===== src/rtl/tod_event_scheduler.sv =====
// tod_event_scheduler
// Broadcasts time-of-day as an event-code stream. Each pps emits a seconds
// marker, then SECONDS_WIDTH shift events (MSB first) that encode seconds+1,
// spaced BIT_SPACING cycles apart. A user event stream fills the idle slots.
//
// Optional feature macro: TOD_USER_EVENTS_EN
//   defined   - user events are merged into the idle slots of evCode
//   undefined - o_user_ev_code_ready is held at 0 and the user inputs are ignored
//
// Ports
//   i_clk, i_rst            clock, synchronous active-high reset
//   i_enable                1 = generate TOD events
//   i_pps                   top-of-second pulse
//   i_seconds_in/_load      value and strobe for the pending seconds load
//   i_user_ev_code/_valid   user event request
//   o_user_ev_code_ready    user event accepted when valid && ready (combinational)
//   o_ev_code/_valid        registered event code output
//   o_seconds               current second
//   o_shifting              shift sequence in progress
//   o_abort_counter         sequences aborted by pps (wraps)
module tod_event_scheduler #(
    parameter int unsigned SECONDS_WIDTH         = 32,
    parameter int unsigned BIT_SPACING           = 16,
    parameter logic [7:0]  EVCODE_SHIFT_ZERO     = 8'h70,
    parameter logic [7:0]  EVCODE_SHIFT_ONE      = 8'h71,
    parameter logic [7:0]  EVCODE_SECONDS_MARKER = 8'h7D,
    parameter int unsigned STATUS_COUNTER_WIDTH  = 10
) (
    input  logic                            i_clk,
    input  logic                            i_rst,
    input  logic                            i_enable,
    input  logic                            i_pps,
    input  logic [SECONDS_WIDTH-1:0]        i_seconds_in,
    input  logic                            i_seconds_load,
    input  logic [7:0]                      i_user_ev_code,
    input  logic                            i_user_ev_code_valid,
    output logic                            o_user_ev_code_ready,
    output logic [7:0]                      o_ev_code,
    output logic                            o_ev_code_valid,
    output logic [SECONDS_WIDTH-1:0]        o_seconds,
    output logic                            o_shifting,
    output logic [STATUS_COUNTER_WIDTH-1:0] o_abort_counter
);

    localparam int unsigned SW  = SECONDS_WIDTH;
    localparam int unsigned CW  = STATUS_COUNTER_WIDTH;
    localparam int unsigned BCW = $clog2(SECONDS_WIDTH + 1);
    localparam int unsigned SPW = 8;

    localparam logic [SPW-1:0] SPACING_RELOAD = SPW'(BIT_SPACING - 1);
    localparam logic [BCW-1:0] BIT_LOAD       = BCW'(SECONDS_WIDTH);

    typedef enum logic [1:0] {
        ST_IDLE  = 2'd0,
        ST_WAIT  = 2'd1,
        ST_SHIFT = 2'd2,
        ST_DONE  = 2'd3
    } state_t;

    state_t          r_state, w_state;
    logic [SPW-1:0]  r_spacing, w_spacing;
    logic [BCW-1:0]  r_bit_cnt, w_bit_cnt;
    logic [SW-1:0]   r_shift_reg, w_shift_reg;
    logic [SW-1:0]   r_seconds, w_seconds;
    logic [SW-1:0]   r_pending, w_pending;
    logic            r_pending_vld, w_pending_vld;
    logic [7:0]      r_ev_code, w_ev_code;
    logic            r_ev_valid, w_ev_valid;
    logic            r_shifting, w_shifting;
    logic [CW-1:0]   r_abort, w_abort;
    logic [SW-1:0]   w_next_seconds;
    logic            w_user_accept;

    // Ready must see this cycle's pps so a user event is never accepted into a marker slot.
`ifdef TOD_USER_EVENTS_EN
    assign o_user_ev_code_ready = ~i_rst & (~i_enable | (~i_pps & (r_state != ST_SHIFT)));
    assign w_user_accept        = o_user_ev_code_ready & i_user_ev_code_valid;
`else
    logic w_unused_user;
    assign w_unused_user        = ^{i_user_ev_code, i_user_ev_code_valid};
    assign o_user_ev_code_ready = 1'b0;
    assign w_user_accept        = 1'b0;
`endif

    // Value the next pps installs: a pending load wins over the increment.
    assign w_next_seconds = r_pending_vld ? r_pending : (r_seconds + SW'(1));

    // Next-state and output logic; later assignments carry higher priority.
    always_comb begin
        w_state       = r_state;
        w_spacing     = r_spacing;
        w_bit_cnt     = r_bit_cnt;
        w_shift_reg   = r_shift_reg;
        w_seconds     = r_seconds;
        w_pending     = r_pending;
        w_pending_vld = r_pending_vld;
        w_ev_code     = 8'h00;
        w_ev_valid    = 1'b0;
        w_abort       = r_abort;

        if (w_user_accept) begin
            w_ev_valid = 1'b1;
            w_ev_code  = i_user_ev_code;
        end

        if (!i_enable) begin
            w_state = ST_IDLE;
        end else begin
            case (r_state)
                ST_WAIT: begin
                    w_spacing = r_spacing - SPW'(1);
                    if (r_spacing == SPW'(1)) begin
                        w_state = ST_SHIFT;
                    end
                end
                ST_SHIFT: begin
                    w_ev_valid  = 1'b1;
                    w_ev_code   = r_shift_reg[SW-1] ? EVCODE_SHIFT_ONE : EVCODE_SHIFT_ZERO;
                    w_shift_reg = {r_shift_reg[SW-2:0], 1'b0};
                    w_bit_cnt   = r_bit_cnt - BCW'(1);
                    w_spacing   = SPACING_RELOAD;
                    w_state     = (r_bit_cnt == BCW'(1)) ? ST_DONE : ST_WAIT;
                end
                ST_DONE: w_state = ST_IDLE;
                default: w_state = ST_IDLE;
            endcase
        end

        // pps uses the pending value from before any coincident load.
        if (i_pps) begin
            w_seconds     = w_next_seconds;
            w_pending_vld = 1'b0;
            if (i_enable) begin
                if ((r_state == ST_WAIT) || (r_state == ST_SHIFT)) begin
                    w_abort = r_abort + CW'(1);
                end
                w_ev_valid  = 1'b1;
                w_ev_code   = EVCODE_SECONDS_MARKER;
                w_shift_reg = w_next_seconds + SW'(1);
                w_bit_cnt   = BIT_LOAD;
                w_spacing   = SPACING_RELOAD;
                w_state     = ST_WAIT;
            end
        end

        if (i_seconds_load) begin
            w_pending     = i_seconds_in;
            w_pending_vld = 1'b1;
        end

        w_shifting = (w_state == ST_WAIT) || (w_state == ST_SHIFT);
    end

    // State and output registers.
    always_ff @(posedge i_clk) begin
        if (i_rst) begin
            r_state       <= ST_IDLE;
            r_spacing     <= '0;
            r_bit_cnt     <= '0;
            r_shift_reg   <= '0;
            r_seconds     <= '0;
            r_pending     <= '0;
            r_pending_vld <= 1'b0;
            r_ev_code     <= 8'h00;
            r_ev_valid    <= 1'b0;
            r_shifting    <= 1'b0;
            r_abort       <= '0;
        end else begin
            r_state       <= w_state;
            r_spacing     <= w_spacing;
            r_bit_cnt     <= w_bit_cnt;
            r_shift_reg   <= w_shift_reg;
            r_seconds     <= w_seconds;
            r_pending     <= w_pending;
            r_pending_vld <= w_pending_vld;
            r_ev_code     <= w_ev_code;
            r_ev_valid    <= w_ev_valid;
            r_shifting    <= w_shifting;
            r_abort       <= w_abort;
        end
    end

    assign o_ev_code       = r_ev_code;
    assign o_ev_code_valid = r_ev_valid;
    assign o_seconds       = r_seconds;
    assign o_shifting      = r_shifting;
    assign o_abort_counter = r_abort;

endmodule

===== config.mk =====
export PLATFORM = sky130hd
export DESIGN_NAME = tod_event_scheduler
export DESIGN_NICKNAME = d
export VERILOG_FILES = /design/src/rtl/tod_event_scheduler.sv
export SDC_FILE = /design/constraint.sdc
export NUM_CORES = 1
export LEC_CHECK = 0
export BUFFER_PORTS_ARGS = -buffer_cell sky130_fd_sc_hd__buf_2
export CAP_MARGIN = 30
export CORE_MARGIN = 2
export CORE_UTILIZATION = 39
export CTS_CLUSTER_DIAMETER = 100
export DETAILED_ROUTE_END_ITERATION = 8
export GPL_ROUTABILITY_DRIVEN = 0
export HOLD_SLACK_MARGIN = 0.06
export RECOVER_POWER = 100
export SYNTH_ARGS = -nofsm -noshare
export SYNTH_HDL_FRONTEND = slang
export SYNTH_SLANG_ARGS = --single-unit
export TNS_END_PERCENT = 20

===== constraint.sdc =====
create_clock -name i_clk -period 4.5 [get_ports i_clk]
set_input_delay 0.45 -clock i_clk [delete_from_list [all_inputs] [get_ports i_clk]]
set_output_delay 0.45 -clock i_clk [all_outputs]
set_load 0.05 [all_outputs]

==> After elaboration in Yosys (flattened, before gate mapping) <==
Cells that the tools add are included.
{ "classes": {"add_sub_neg": 5, "multipliers": 0, "div": 0, "magnitude_cmp": 0, "eq_ne": 6, "n_shift": 0, "muxes": 30, "n_bitwise": 0, "reduce_logical": 4} }
{ "ops": {"columns": ["operator", "count"], "rows": [
  ["32-bit 2-to-1 mux", 5],
  ["32-bit by 1-bit adder with 32-bit output, second input constant", 2],
  ["8-bit 2-to-1 mux", 5],
  ["6-bit 2-to-1 mux", 4],
  ["8-bit case mux with 2 select lines", 1],
  ["7-bit 2-to-1 mux", 2],
  ["10-bit by 1-bit adder with 10-bit output, second input constant", 1],
  ["2-bit 2-to-1 mux", 5],
  ["8-bit by 1-bit == test with 1-bit output, second input constant", 1],
  ["8-bit by 1-bit subtractor with 8-bit output, second input constant", 1],
  ["1-bit 2-to-1 mux", 7],
  ["6-bit by 1-bit == test with 1-bit output, second input constant", 1],
  ["6-bit by 1-bit subtractor with 6-bit output, second input constant", 1],
  ["2-bit by 1-bit == test with 1-bit output, second input constant", 2],
  ["2-bit == test, second input constant", 2],
  ["2-bit case mux with 2 select lines", 1],
  ["3-bit AND reduction", 1],
  ["1-bit logical OR", 2],
  ["2-bit nonzero test", 1]
]} }
{ "word_totals": {"regBits": 133, "latchBits": 0, "ram_bits": 0, "romBits": 0, "word_cells": 56, "mem_count": 0} }

==> Longest topological paths before layout <==
Gate-level depths: netlist (run 1).
{ "logic_depth": {"word_depth": 8, "ltp_mapped": 12, "mapped_depth_nobuf": 10} }

==> Worst setup path after synthesis (run 1) <==
OpenSTA, ideal clock, no wires.
{ "synth_path": {"path_type": "reg-to-reg", "start": "reg r_seconds[6], in the netlist o_seconds[6]", "end": "reg r_shift_reg[29]", "setup_ps": 122, "t_arrival_ps": 3320, "required_ps": 4378, "slack_ps": 1058, "stages_incl_launch_ff": 11, "path_buffers": 2, "period_less_slack_ps": 3442, "cell_sequence": "dfxtp_1 > buf_2 > nand3_4 > or4_4 > buf_6 > mux2_4 > a211oi_4 > nand4_4 > nor4b_4 > nand2_2 > a311o_1"} }
{ "synth_via": {"elab_chain_cells": 5} }
{ "synth_rtl": {"columns": ["item", "line", "source"], "rows": [
  ["from (decl)", "64", "logic [SW-1:0] r_seconds, w_seconds;"],
  ["from (signal assigned)", "173", "r_seconds <= w_seconds;"],
  ["32-bit by 1-bit adder with 32-bit output", "86", "assign w_next_seconds = r_pending_vld ? r_pending : (r_seconds + SW'(1));"],
  ["32-bit 2-to-1 mux", "86", null],
  ["32-bit by 1-bit adder with 32-bit output", "139", "w_shift_reg = w_next_seconds + SW'(1);"],
  ["32-bit 2-to-1 mux", "133", "if (i_enable) begin"],
  ["32-bit 2-to-1 mux", "130", "if (i_pps) begin"],
  ["to (signal assigned)", "172", "r_shift_reg <= w_shift_reg;"],
  ["to (decl)", "63", "logic [SW-1:0] r_shift_reg, w_shift_reg;"]
]} }
No other way between the ends.
A chain may end at the register's enable or synchronous reset.

==> Final worst setup path (run 1) <==
{ "layout_path": {"start": "reg r_seconds[0], in the netlist o_seconds[0]", "end": "reg r_shift_reg[29]"} }
Same word-level chain as after synthesis.

==> summary.log, run 1 <==
qor: detailed_routing.drt-initial-drc-count 369
qor: clock_network.ctsHoldBuffers 0
qor: clock_network.clkSinkCount 127
qor: die.chipHeight 139 um
qor: sta.setup_repair_after_global_routing_missed_its_margin no
qor: yosys.ys_top_cells_by_count nor2_1 (130), dfxtp_1 (127), mux2i_1 (61)
qor: final_layout.num_antenna_cells 0
qor: setup_path.timing.critical_path.from_type register
qor: sta.post-route-period-util 86.8%
qor: run_status.run_status complete, but fails checks
qor: clock_network.htree_levels 4
qor: yosys.ys_seq_elements 127
qor: sta.worst_max_slew_margin_expressed_relative_to_the_limit -80.5%
qor: power.finalPower 2910 uW
qor: yosys.synth.most_common_cell nor2_1
qor: yosys.yosysTopAreaCellShare 35.7%
qor: yosys.synth_async_sr_flop_share 0%
qor: yosys.sequential_cell_area_fraction_in_the_yosys_report 35.7%
qor: yosys.synthesis.yosys.warnings 0
qor: power.vdd_drop_max 0.275 mV
qor: yosys.yosys-top-cells-area dfxtp_1 (36%), mux2i_1 (8.6%), nor2_1 (6.8%)
qor: clock_network.max-clock-path-buffers 2
qor: worst_hold_path.holdPathStages 3
qor: setup_path.crit_path_end_kind register
qor: yosys.syn-instance-count 857
qor: global_routing.total_congestion_overflow_after_global_routing 0
qor: detailed_routing.drc_errors 0
qor: detailed_routing.detail_route.first_pass.iterations 5
qor: clock_network.post_cts_buffers 0
qor: global_routing.grt_max_degree 83
qor: detailed_routing.routed_wire_length_per_instance 15.9 um
qor: yosys.synth_ff_type dfxtp_1
qor: global_routing.antenna_found_initial 0
qor: placement.numPortBuffers 86
qor: sta.maxSlewViolCount 167
qor: final_layout.final_util 45.3%
qor: yosys.synth_top_cell_by_area dfxtp_1
qor: setup_path.cp.arrival 4.22 ns
qor: setup_path.crit_required 4.81 ns
qor: die.placementRows 49
qor: power.p_leak 0.00305 uW
qor: sta.setup_total_neg_slack 0 ns
qor: clock_network.cts_tree built
qor: sta.fin_crit 3.91 ns
qor: clock_network.clock_tree.root_cell clkbuf_16
qor: global_routing.track_usage 19.1%
qor: die.fp.coreArea 18,000 sq um
qor: sta.final_setup_skew 0.00457 ns
qor: final_layout.nNetsFinal 965
qor: setup_path.timing.reg2reg.worst_path_depth 9
qor: setup_path.worst-path-max-fanout 10
qor: detailed_routing.post_drt_via_cell_ratio 5.55
qor: sta.timing.fmax 0.256 GHz
qor: final_layout.synthToLayoutAreaGrowth 14.3%
qor: die.floorplan.die.width 139 um
qor: run_status.failed_checks max-capacitance violations, max-slew violations
qor: sta.finalSetupViolations 0
qor: sta.finalHoldViolCount 0
qor: sta.worst-slew-pin-transition 2.71 ns
qor: detailed_routing.total_wirelength_of_the_detailed_routed_design 18,300 um
qor: detailed_routing.vias 6,398
qor: worst_hold_path.min_path_type in2reg
qor: global_routing.grt_pass1_vias 5,856
qor: final_layout.post_route_cells_drive_above_1_share 9.97%
qor: clock_network.clock_insertion_delay_worst_skew 0.42 ns
qor: die.design.portCount 99
qor: clock_network.inserted_clock_buffers 17
qor: power.power_per_cell_area 357 nW/um^2
qor: setup_path.path_class reg2reg
qor: yosys.syn_area_per_cell 8.31 sq um
qor: job.max-cap-violations 3
qor: global_routing.grt_pass1_wl 30,300 um
qor: yosys.synth_edf_count 0
qor: detailed_routing.ant_nets 0
qor: die.floorplan.initialDensity 39.7%
qor: clock_network.clkTransAtPathRegs 0.06 ns
qor: die.floorplan.die_area 19,400 sq um
qor: yosys.synth_cell_types 76
qor: yosys.post_synth_instance_area 7130 sq um
qor: placement.dp_hpwl 12,400 um
qor: clock_network.cts_resized 0
worst max-delay path: stages (launching register included):
cell	delay (ns)
dfxtp_1	0.43
ha_1	0.30
nand4_1	0.39
nor4_1	0.47
mux2i_1	0.31
o311ai_1	0.24
o21bai_1	0.26
nor4b_2	0.91
nand2_2	0.12
a311o_1	0.37
cell type report:
type | count | area, sq um
timing repair buffer | 99 | 452
clock buffer | 21 | 460
inverter | 26 | 97.6
multi-input combinational | 639 | 4190
fill | 1835 | 9820
tap | 229 | 287
clock inverter | 11 | 115
sequential | 127 | 2540
where the power goes:
group	total, uW	internal [uW]	switching [uW]
Combinational	338	117	221
Clock	1350	838	512
Sequential	1220	1170	49.5
cell usage in the layout, fill, tap and decap left out, drive strengths merged, types with 6 or more instances in the layout:
cell | netlist | final
nor2 | 130 | 130
dfxtp | 127 | 127
clkbuf | 46 | 79
mux2i | 61 | 61
nand2 | 61 | 61
buf | 21 | 41
nand3 | 39 | 39
xnor2 | 27 | 27
o21ai | 27 | 27
a21oi | 26 | 26
inv | 25 | 25
nor3 | 22 | 22
xor2 | 19 | 19
and3 | 15 | 15
and4 | 15 | 15
a22oi | 14 | 14
a222oi | 12 | 12
nand4 | 12 | 12
a31oi | 11 | 11
o21a | 10 | 10
nor4 | 10 | 10
nand2b | 9 | 9
ha | 9 | 9
a311oi | 8 | 8
nand4b | 7 | 7
o22ai | 7 | 7
a211oi | 7 | 7
o31a | 6 | 6
clkinv | 1 | 6
metrics by stage:
stage	setup WS (ns)	instances	instance area, sq um	hold slack, ns
finish	0.593	1152	8150	0.261
global route	0.310	1152	8150	0.268
CTS	0.929	1151	8230	0.248
detailed placement	0.951	1119	7660	0.471
global placement	0.950	1118	7640	0.473
floorplan	1.06	859	7130	0.438
layer usage:
layer	vias to the layer above	track usage (%)	part of all wire [%]
met5	-	0	0
met4	0	8.13	2.3
met3	30	3.80	4.7
met2	157	29.0	43
met1	2988	26.4	50
li1	3223	-	-
logic make-up (layout without fill, tap and decap cells):
group                      Yosys count  count (layout)  share of synthesized area [%]
buffers and inverters               93             157                           5.53
other                                1               3                         0.0526
AOI/OAI and AO/OA                  170             170                           17.5
adders and majority gates            9               9                           1.58
xor gates and xnor gates            46              46                           5.65
and+or+nand+nor                    345             345                           24.6
muxes                               66              66                           9.41
DFF                                127             127                           35.7
path summary, 6_finish.rpt:
path	slack, ns	end	from
min reg2reg	0.49	register	register
max reg2reg	0.59	r_shift_reg[29]$_SDFF_PP0_	o_seconds[0]$_SDFFE_PP0P_
min	0.26	r_pending[23]$_SDFFE_PP0P_	i_seconds_in[23]
max	0.59	r_shift_reg[29]$_SDFF_PP0_	o_seconds[0]$_SDFFE_PP0P_
Power figures use the tool's default switching activity.
==> run 2, diff against run 1 <==
==> constraint.sdc (replaced) <==
create_clock -name i_clk -period 4.5 [get_ports i_clk]
set_input_delay 0.9 -clock i_clk [delete_from_list [all_inputs] [get_ports i_clk]]
set_output_delay 0.9 -clock i_clk [all_outputs]
set_load 0.05 [all_outputs]
==> run 2 against run 1 <==
Compared with the run above:
- the flow still finishes with violations (max-capacitance violations, max-slew violations)
- first-iteration DRC count grew 12%
- clock power is 10% higher
- fmax is 2.8% higher
- sequential share of layout area decreased by 0.16 points
- sequential power barely moved
- global-route usage fell by 0.29 points
- critical path depth is 1 lower
- non-clock buffer count fell by 1
- register-to-register slack improved by 0.11 ns
- final area rose by 0.55%
- highest routed layer unchanged
==> summary.log, run 2 (synthesis gave the netlist of run 1 again) <==
qor: global_routing.total_congestion_overflow_after_global_routing 0 [unchanged]
qor: global_routing.antenna_found_initial 0 [unchanged]
qor: run_status.run_status complete, but fails checks
qor: final_layout.num_antenna_cells 0 [unchanged]
qor: sta.fin_crit 3.80 ns [-0.108 ns]
qor: final_layout.final_cell_mix nor2_1 (130), dfxtp_1 (126), mux2i_1 (61), nand2_1 (60), clkbuf_1 (57)
qor: run_status.failed_checks max-capacitance violations, max-slew violations
qor: final_layout.synthToLayoutAreaGrowth 14.9%
qor: sta.worst-slew-pin-transition 2.27 ns [-0.436 ns]
qor: detailed_routing.total_wirelength_of_the_detailed_routed_design 18,200 um [-0.59%]
qor: detailed_routing.routed_wire_length_per_instance 15.8 um [-0.51%]
qor: detailed_routing.vias 6,463 [+1.0%]
qor: setup_path.crit-reg2reg-capture r_shift_reg[29]$_SDFF_PP0_
qor: job.max-cap-violations 2 [-1]
qor: setup_path.cp.arrival 4.11 ns [-0.11 ns]
qor: clock_network.cts_tree built
qor: global_routing.track_usage 18.8% [-0.29 points]
qor: power.power_per_cell_area 372 nW/um^2 [+4.2%]
qor: sta.final_setup_skew 0.00953 ns [+0.00496 ns]
qor: global_routing.grt_use_met3 3.52% [-0.28 points]
qor: clock_network.clock_tree.root_cell clkbuf_16
qor: global_routing.grt.met2_usage 29.5% [+0.52 points]
qor: clock_network.inserted_clock_buffers 17 [unchanged]
qor: sta.post-route-period-util 84.4% [-2.4 points]
qor: placement.numPlacedInstances 1,118 [-0.089%]
qor: setup_path.path_class reg2reg
qor: detailed_routing.ant_nets 0 [unchanged]
qor: placement.dp_hpwl 12,500 um [+0.85%]
qor: setup_path.worst-path-max-fanout 18 [+8]
qor: die.placementRows 49 [unchanged]
qor: detailed_routing.post_drt_via_cell_ratio 5.62 [+1.1%]
qor: setup_path.crit_required 4.81 ns [about the same]
qor: global_routing.grt_util_met1 26.3% [about the same]
qor: final_layout.nNetsFinal 964 [-0.10%]
qor: placement.preCtsSetupSlack 0.942 ns [-0.00898 ns]
qor: global_routing.grt.busiest_layer met2
qor: sta.worst_max_slew_margin_expressed_relative_to_the_limit -51.4% [+29 points]
qor: sta.finalHoldViolCount 0 [unchanged]
qor: clock_network.cts_resized 0 [unchanged]
qor: detailed_routing.drc_errors 0 [unchanged]
qor: clock_network.clock_insertion_delay_worst_skew 0.42 ns [about the same]
qor: sta.finalSetupViolations 0 [unchanged]
qor: worst_hold_path.hold_end r_shift_reg[1]$_SDFF_PP0_
qor: setup_path.regToRegStartpoint o_seconds[6]$_SDFFE_PP0P_
qor: sta.maxSlewViolCount 106 [-37%]
qor: setup_path.crit_path_end_kind register
qor: die.chipHeight 139 um [unchanged]
qor: sta.timing.fmax 0.263 GHz [+2.8%]
qor: setup_path.timing.critical_path.from_type register
qor: final_layout.num-fill-cells 1,841 [+0.33%]
qor: power.finalPower 3040 uW [+4.7%]
qor: worst_hold_path.worstHoldStart r_shift_reg[1]$_SDFF_PP0_
qor: sta.timing.hold.ws 0.483 ns [+0.222 ns]
qor: die.fp.coreArea 18,000 sq um [unchanged]
qor: sta.final.setup.worst_slack 0.700 ns [+0.108 ns]
qor: global_routing.grt_pass1_vias 5,899 [+0.73%]
qor: worst_hold_path.min_path_type reg2reg
qor: setup_path.timing.reg2reg.worst_path_depth 8 [-1]
qor: detailed_routing.detail_route.first_pass.iterations 6 [+1]
qor: clock_network.clkTransAtPathRegs 0.06 ns [about the same]
qor: worst_hold_path.holdPathStages 2 [-1]
qor: sta.setup_total_neg_slack 0 ns [unchanged]
qor: final_layout.final-instance-count-excl-fill 1,151 [-0.087%]
qor: clock_network.post_cts_buffers 0 [unchanged]
qor: clock_network.clkSinkCount 127 [unchanged]
qor: placement.numPortBuffers 86 [unchanged]
qor: die.floorplan.die.width 139 um [unchanged]
qor: die.design.portCount 99 [unchanged]
qor: global_routing.grt_max_degree 74 [-11%]
qor: clock_network.htree_levels 4 [unchanged]
qor: final_layout.post_route_cells_drive_above_1_share 9.65% [-0.31 points]
qor: setup_path.reg2reg_setup_slack 0.70 ns [+0.11 ns]
qor: power.vdd_drop_max 0.316 mV [+15%]
qor: sta.setup_repair_after_global_routing_missed_its_margin no
qor: power.p_leak 0.00310 uW [+1.6%]
qor: clock_network.max-clock-path-buffers 2 [unchanged]
qor: clock_network.ctsHoldBuffers 0 [unchanged]
qor: global_routing.grt_pass1_wl 30,000 um [-0.89%]
qor: die.floorplan.initialDensity 39.7% [unchanged]
qor: final_layout.final_common_cell nor2_1
qor: die.floorplan.die_area 19,400 sq um [unchanged]
qor: detailed_routing.drt-initial-drc-count 414 [+12%]
run 2: worst max-delay path, cell delays in order, from the launching register on:
cell and delay [ns]:
dfxtp_1 0.55, nand3_4 0.17, or4_1 0.90, nor4_1 0.44, o311ai_1 0.23, o21bai_1 0.28
nor4b_4 0.63, nand2_2 0.11, a311o_1 0.37
run 2: stage by stage:
| step | utilization (%) | cell area (sq um) |
|---|---|---|
| final | 45.6 | 8190 |
| after global routing | 45.6 | 8190 |
| after CTS | 46.1 | 8280 |
| after detailed placement | 42.6 | 7640 |
| after global placement | 42.6 | 7640 |
| after floorplan | - | 7130 |
run 2: worst max-delay path by stage:
| stage | from | to | slack, ns | depth (start not counted) |
|---|---|---|---|---|
| 6_report | o_seconds[6]$_SDFFE_PP0P_ | r_shift_reg[29]$_SDFF_PP0_ | 0.70 | 8 |
| 5_1_grt | o_seconds[6]$_SDFFE_PP0P_ | r_shift_reg[29]$_SDFF_PP0_ | 0.36 | 8 |
| 4_1_cts | o_seconds[0]$_SDFFE_PP0P_ | r_shift_reg[29]$_SDFF_PP0_ | 0.93 | 9 |
| 3_5_place_dp | o_seconds[0]$_SDFFE_PP0P_ | r_shift_reg[29]$_SDFF_PP0_ | 0.94 | 9 |
| 3_3_place_gp | o_seconds[0]$_SDFFE_PP0P_ | r_shift_reg[29]$_SDFF_PP0_ | 0.93 | 9 |
| 2_1_floorplan | o_seconds[6]$_SDFFE_PP0P_ | r_shift_reg[29]$_SDFF_PP0_ | 1.06 | 10 |
run 2: cell type report:
| type | instances | area (sq um) | area share, % |
|---|---|---|---|
| Clock inverter | 11 | 160 | 1.96 |
| Tap cell | 229 | 287 | 3.50 |
| Multi-Input combinational cell | 639 | 4190 | 51.1 |
| Inverter | 26 | 97.6 | 1.19 |
| Clock buffer | 21 | 480 | 5.87 |
| Timing Repair Buffer | 98 | 437 | 5.33 |
| Sequential cell | 127 | 2540 | 31.1 |
run 2: per-layer routing:
layer | vias to the layer above | wire, um | part of all wire (%)
met5 | - | 0 | 0
met4 | 0 | 239 | 1.3
met3 | 17 | 778 | 4.3
met2 | 166 | 8180 | 45
met1 | 3052 | 9040 | 50
li1 | 3228 | - | -
run 2: power by group:
| group | switching (uW) | internal (uW) | total, uW | leakage, uW |
|---|---|---|---|---|
| clock network | 511 | 981 | 1490 | 0.000315 |
| logic | 219 | 115 | 334 | 0.00175 |
| registers | 49.6 | 1170 | 1220 | 0.00104 |
| total | 780 | 2260 | 3040 | 0.00310 |
==> run 3, diff against run 2 <==
Clock period 4.5 ns to 3.7 ns, I/O delays scaled along.
==> run 3 against run 2 <==
Compared with the run above:
- register-to-register slack got worse by 0.43 ns
- routed wire length up 1.4%
- worst hold slack about the same
- the flow still finishes with violations (max-capacitance violations, max-slew violations)
- cell count is 1.3% higher
- highest routed layer unchanged
- fmax grew 11%
==> summary.log, run 3 (synthesis gave the netlist of run 1 again) <==
qor: final_layout.final_util 46.0% [+0.41 points]
qor: final_layout.final-instance-count-excl-fill 1,166 [+1.3%]
qor: global_routing.grt_pass1_vias 5,931 [+0.54%]
qor: detailed_routing.vias 6,481 [+0.28%]
qor: setup_path.path_class reg2reg
qor: die.floorplan.die_area 19,400 sq um [unchanged]
qor: global_routing.track_usage 19.3% [+0.57 points]
qor: setup_path.delay_contributed_by_the_slowest_stage_of_the_critical_path 0.42 ns [-0.48 ns]
qor: clock_network.htree_levels 4 [unchanged]
qor: placement.preCtsSetupSlack 0.340 ns [-0.602 ns]
qor: detailed_routing.ant_nets 0 [unchanged]
qor: placement.numPlacedInstances 1,133 [+1.3%]
qor: clock_network.clkTransAtPathRegs 0.06 ns [about the same]
qor: placement.dp_hpwl 12,600 um [+0.70%]
qor: die.design.portCount 99 [unchanged]
qor: final_layout.seq_area 2540 sq um [unchanged]
qor: die.floorplan.die.width 139 um [unchanged]
qor: final_layout.post_route_cells_drive_above_1_share 10.8% [+1.1 points]
qor: die.floorplan.initialDensity 39.7% [unchanged]
qor: clock_network.post_cts_buffers 0 [unchanged]
qor: power.p_leak 0.00315 uW [+1.7%]
qor: power.power_per_cell_area 436 nW/um^2 [+17%]
qor: sta.finalHoldViolCount 0 [unchanged]
qor: die.chipHeight 139 um [unchanged]
qor: clock_network.clock_insertion_delay_worst_skew 0.42 ns [about the same]
qor: die.placementRows 49 [unchanged]
qor: die.fp.coreArea 18,000 sq um [unchanged]
qor: sta.post-route-period-util 92.6% [+8.2 points]
qor: clock_network.max-clock-path-buffers 2 [unchanged]
qor: sta.final_setup_skew 0.0100 ns [+0.000473 ns]
qor: setup_path.crit_buf_inv 2 [+2]
qor: setup_path.path_cells ha_1 -> nand4_1 -> clkbuf_1 -> nor3_1 -> buf_4 -> a31oi_1 -> o21ai_0 -> and4_1 -> and3_1 -> nand2_2 -> a311o_1
qor: sta.maxSlewViolCount 106 [unchanged]
qor: clock_network.cts_tree built
qor: setup_path.crit_required 4.00 ns [-0.81 ns]
qor: sta.final.setup.worst_slack 0.274 ns [-0.427 ns]
qor: setup_path.timing.critical_path.from_type register
qor: final_layout.synthToLayoutAreaGrowth 16.0%
qor: run_status.run_status complete, but fails checks
qor: detailed_routing.post_drt_via_cell_ratio 5.56 [-1.0%]
qor: detailed_routing.routed_wire_length_per_instance 15.9 um [+0.14%]
qor: sta.finalSetupViolations 0 [unchanged]
qor: detailed_routing.drc_errors 0 [unchanged]
qor: global_routing.grt_max_degree 74 [unchanged]
qor: clock_network.clkSinkCount 127 [unchanged]
qor: global_routing.antenna_found_initial 0 [unchanged]
qor: sta.worst_max_slew_margin_expressed_relative_to_the_limit -53.4% [-1.9 points]
qor: job.max-cap-violations 2 [unchanged]
qor: placement.place_area 7760 sq um [+1.5%]
qor: setup_path.cp.arrival 3.72 ns [-0.39 ns]
qor: setup_path.worst_path_max_delay_cell dfxtp_1
qor: placement.numPortBuffers 86 [unchanged]
qor: clock_network.clock_tree.root_cell clkbuf_16
qor: setup_path.critical-path-top-delay-family simple AND/OR/NAND/NOR gates
qor: global_routing.grt_pass1_wl 30,800 um [+2.5%]
qor: clock_network.inserted_clock_buffers 17 [unchanged]
qor: sta.setup_repair_after_global_routing_missed_its_margin no
qor: clock_network.ctsHoldBuffers 0 [unchanged]
qor: detailed_routing.detail_route.first_pass.iterations 8 [+2]
qor: final_layout.num-fill-cells 1,839 [-0.11%]
qor: sta.setup_total_neg_slack 0 ns [unchanged]
qor: final_layout.final_design_area_no_fill 8260 sq um [+0.90%]
qor: sta.timing.fmax 0.292 GHz [+11%]
qor: sta.worst-slew-pin-transition 2.30 ns [+0.0288 ns]
qor: final_layout.final_common_cell nor2_1
qor: global_routing.total_congestion_overflow_after_global_routing 0 [unchanged]
qor: setup_path.crit_path_end_kind register
qor: sta.fin_crit 3.43 ns [-0.373 ns]
qor: run_status.failed_checks max-capacitance violations, max-slew violations
qor: worst_hold_path.min_path_type reg2reg
qor: detailed_routing.total_wirelength_of_the_detailed_routed_design 18,500 um [+1.4%]
qor: detailed_routing.drt-initial-drc-count 507 [+22%]
qor: setup_path.worst-path-max-fanout 8 [-10]
qor: clock_network.cts_resized 0 [unchanged]
qor: final_layout.nNetsFinal 979 [+1.6%]
qor: power.vdd_drop_max 0.327 mV [+3.4%]
qor: final_layout.area_of_the_multi_input_gates 4200 sq um [+0.24%]
qor: final_layout.final_cell_mix nor2_1 (130), dfxtp_1 (126), mux2i_1 (61), nand2_1 (60), clkbuf_1 (60)
[run 3: per-stage QoR]
| stage | hold slack (ns) | total power [uW] |
|---|---|---|
| after floorplan | 0.438 | 1820 |
| after global placement | 0.472 | 1930 |
| after CTS | 0.478 | 3650 |
| final | 0.483 | 3610 |
| after global routing | 0.496 | 3770 |
| after detailed placement | 0.466 | 1930 |
[run 3: where the power goes]
group	internal, uW	leakage, uW	total, uW	switching [uW]
sequential	1420	0.00104	1480	55.4
combinational	146	0.00182	420	274
clock	1090	0.000289	1710	620
total	2660	0.00315	3610	950
[run 3: path summary, 6_finish.rpt]
check	cells after the start	slack (ns)	end	start
worst max-delay path	11	0.27	r_shift_reg[29]$_SDFF_PP0_	o_seconds[1]$_SDFFE_PP0P_
worst min-delay path	1	0.48	register	register
worst max register to register	11	0.27	r_shift_reg[29]$_SDFF_PP0_	o_seconds[1]$_SDFFE_PP0P_
worst min register to register	1	0.48	register	register
[run 3: per-layer routing]
metal  track usage (%)  up-vias  routed length [um]
li1                  -     3238                   -
met1              27.5     3057                9170
met2              29.5      172                8290
met3              4.18       14                 868
met4              5.69        0                 167
met5                 0        -                   0
[run 3: area by class of cell]
type | count | area share, %
antenna | 1 | 0.0303
clock inverter | 10 | 1.67
timing repair buffer | 113 | 6.54
sequential | 127 | 30.8
multi-input combinational | 639 | 50.8
tap | 229 | 3.47
inverter | 26 | 1.18
clock buffer | 21 | 5.57
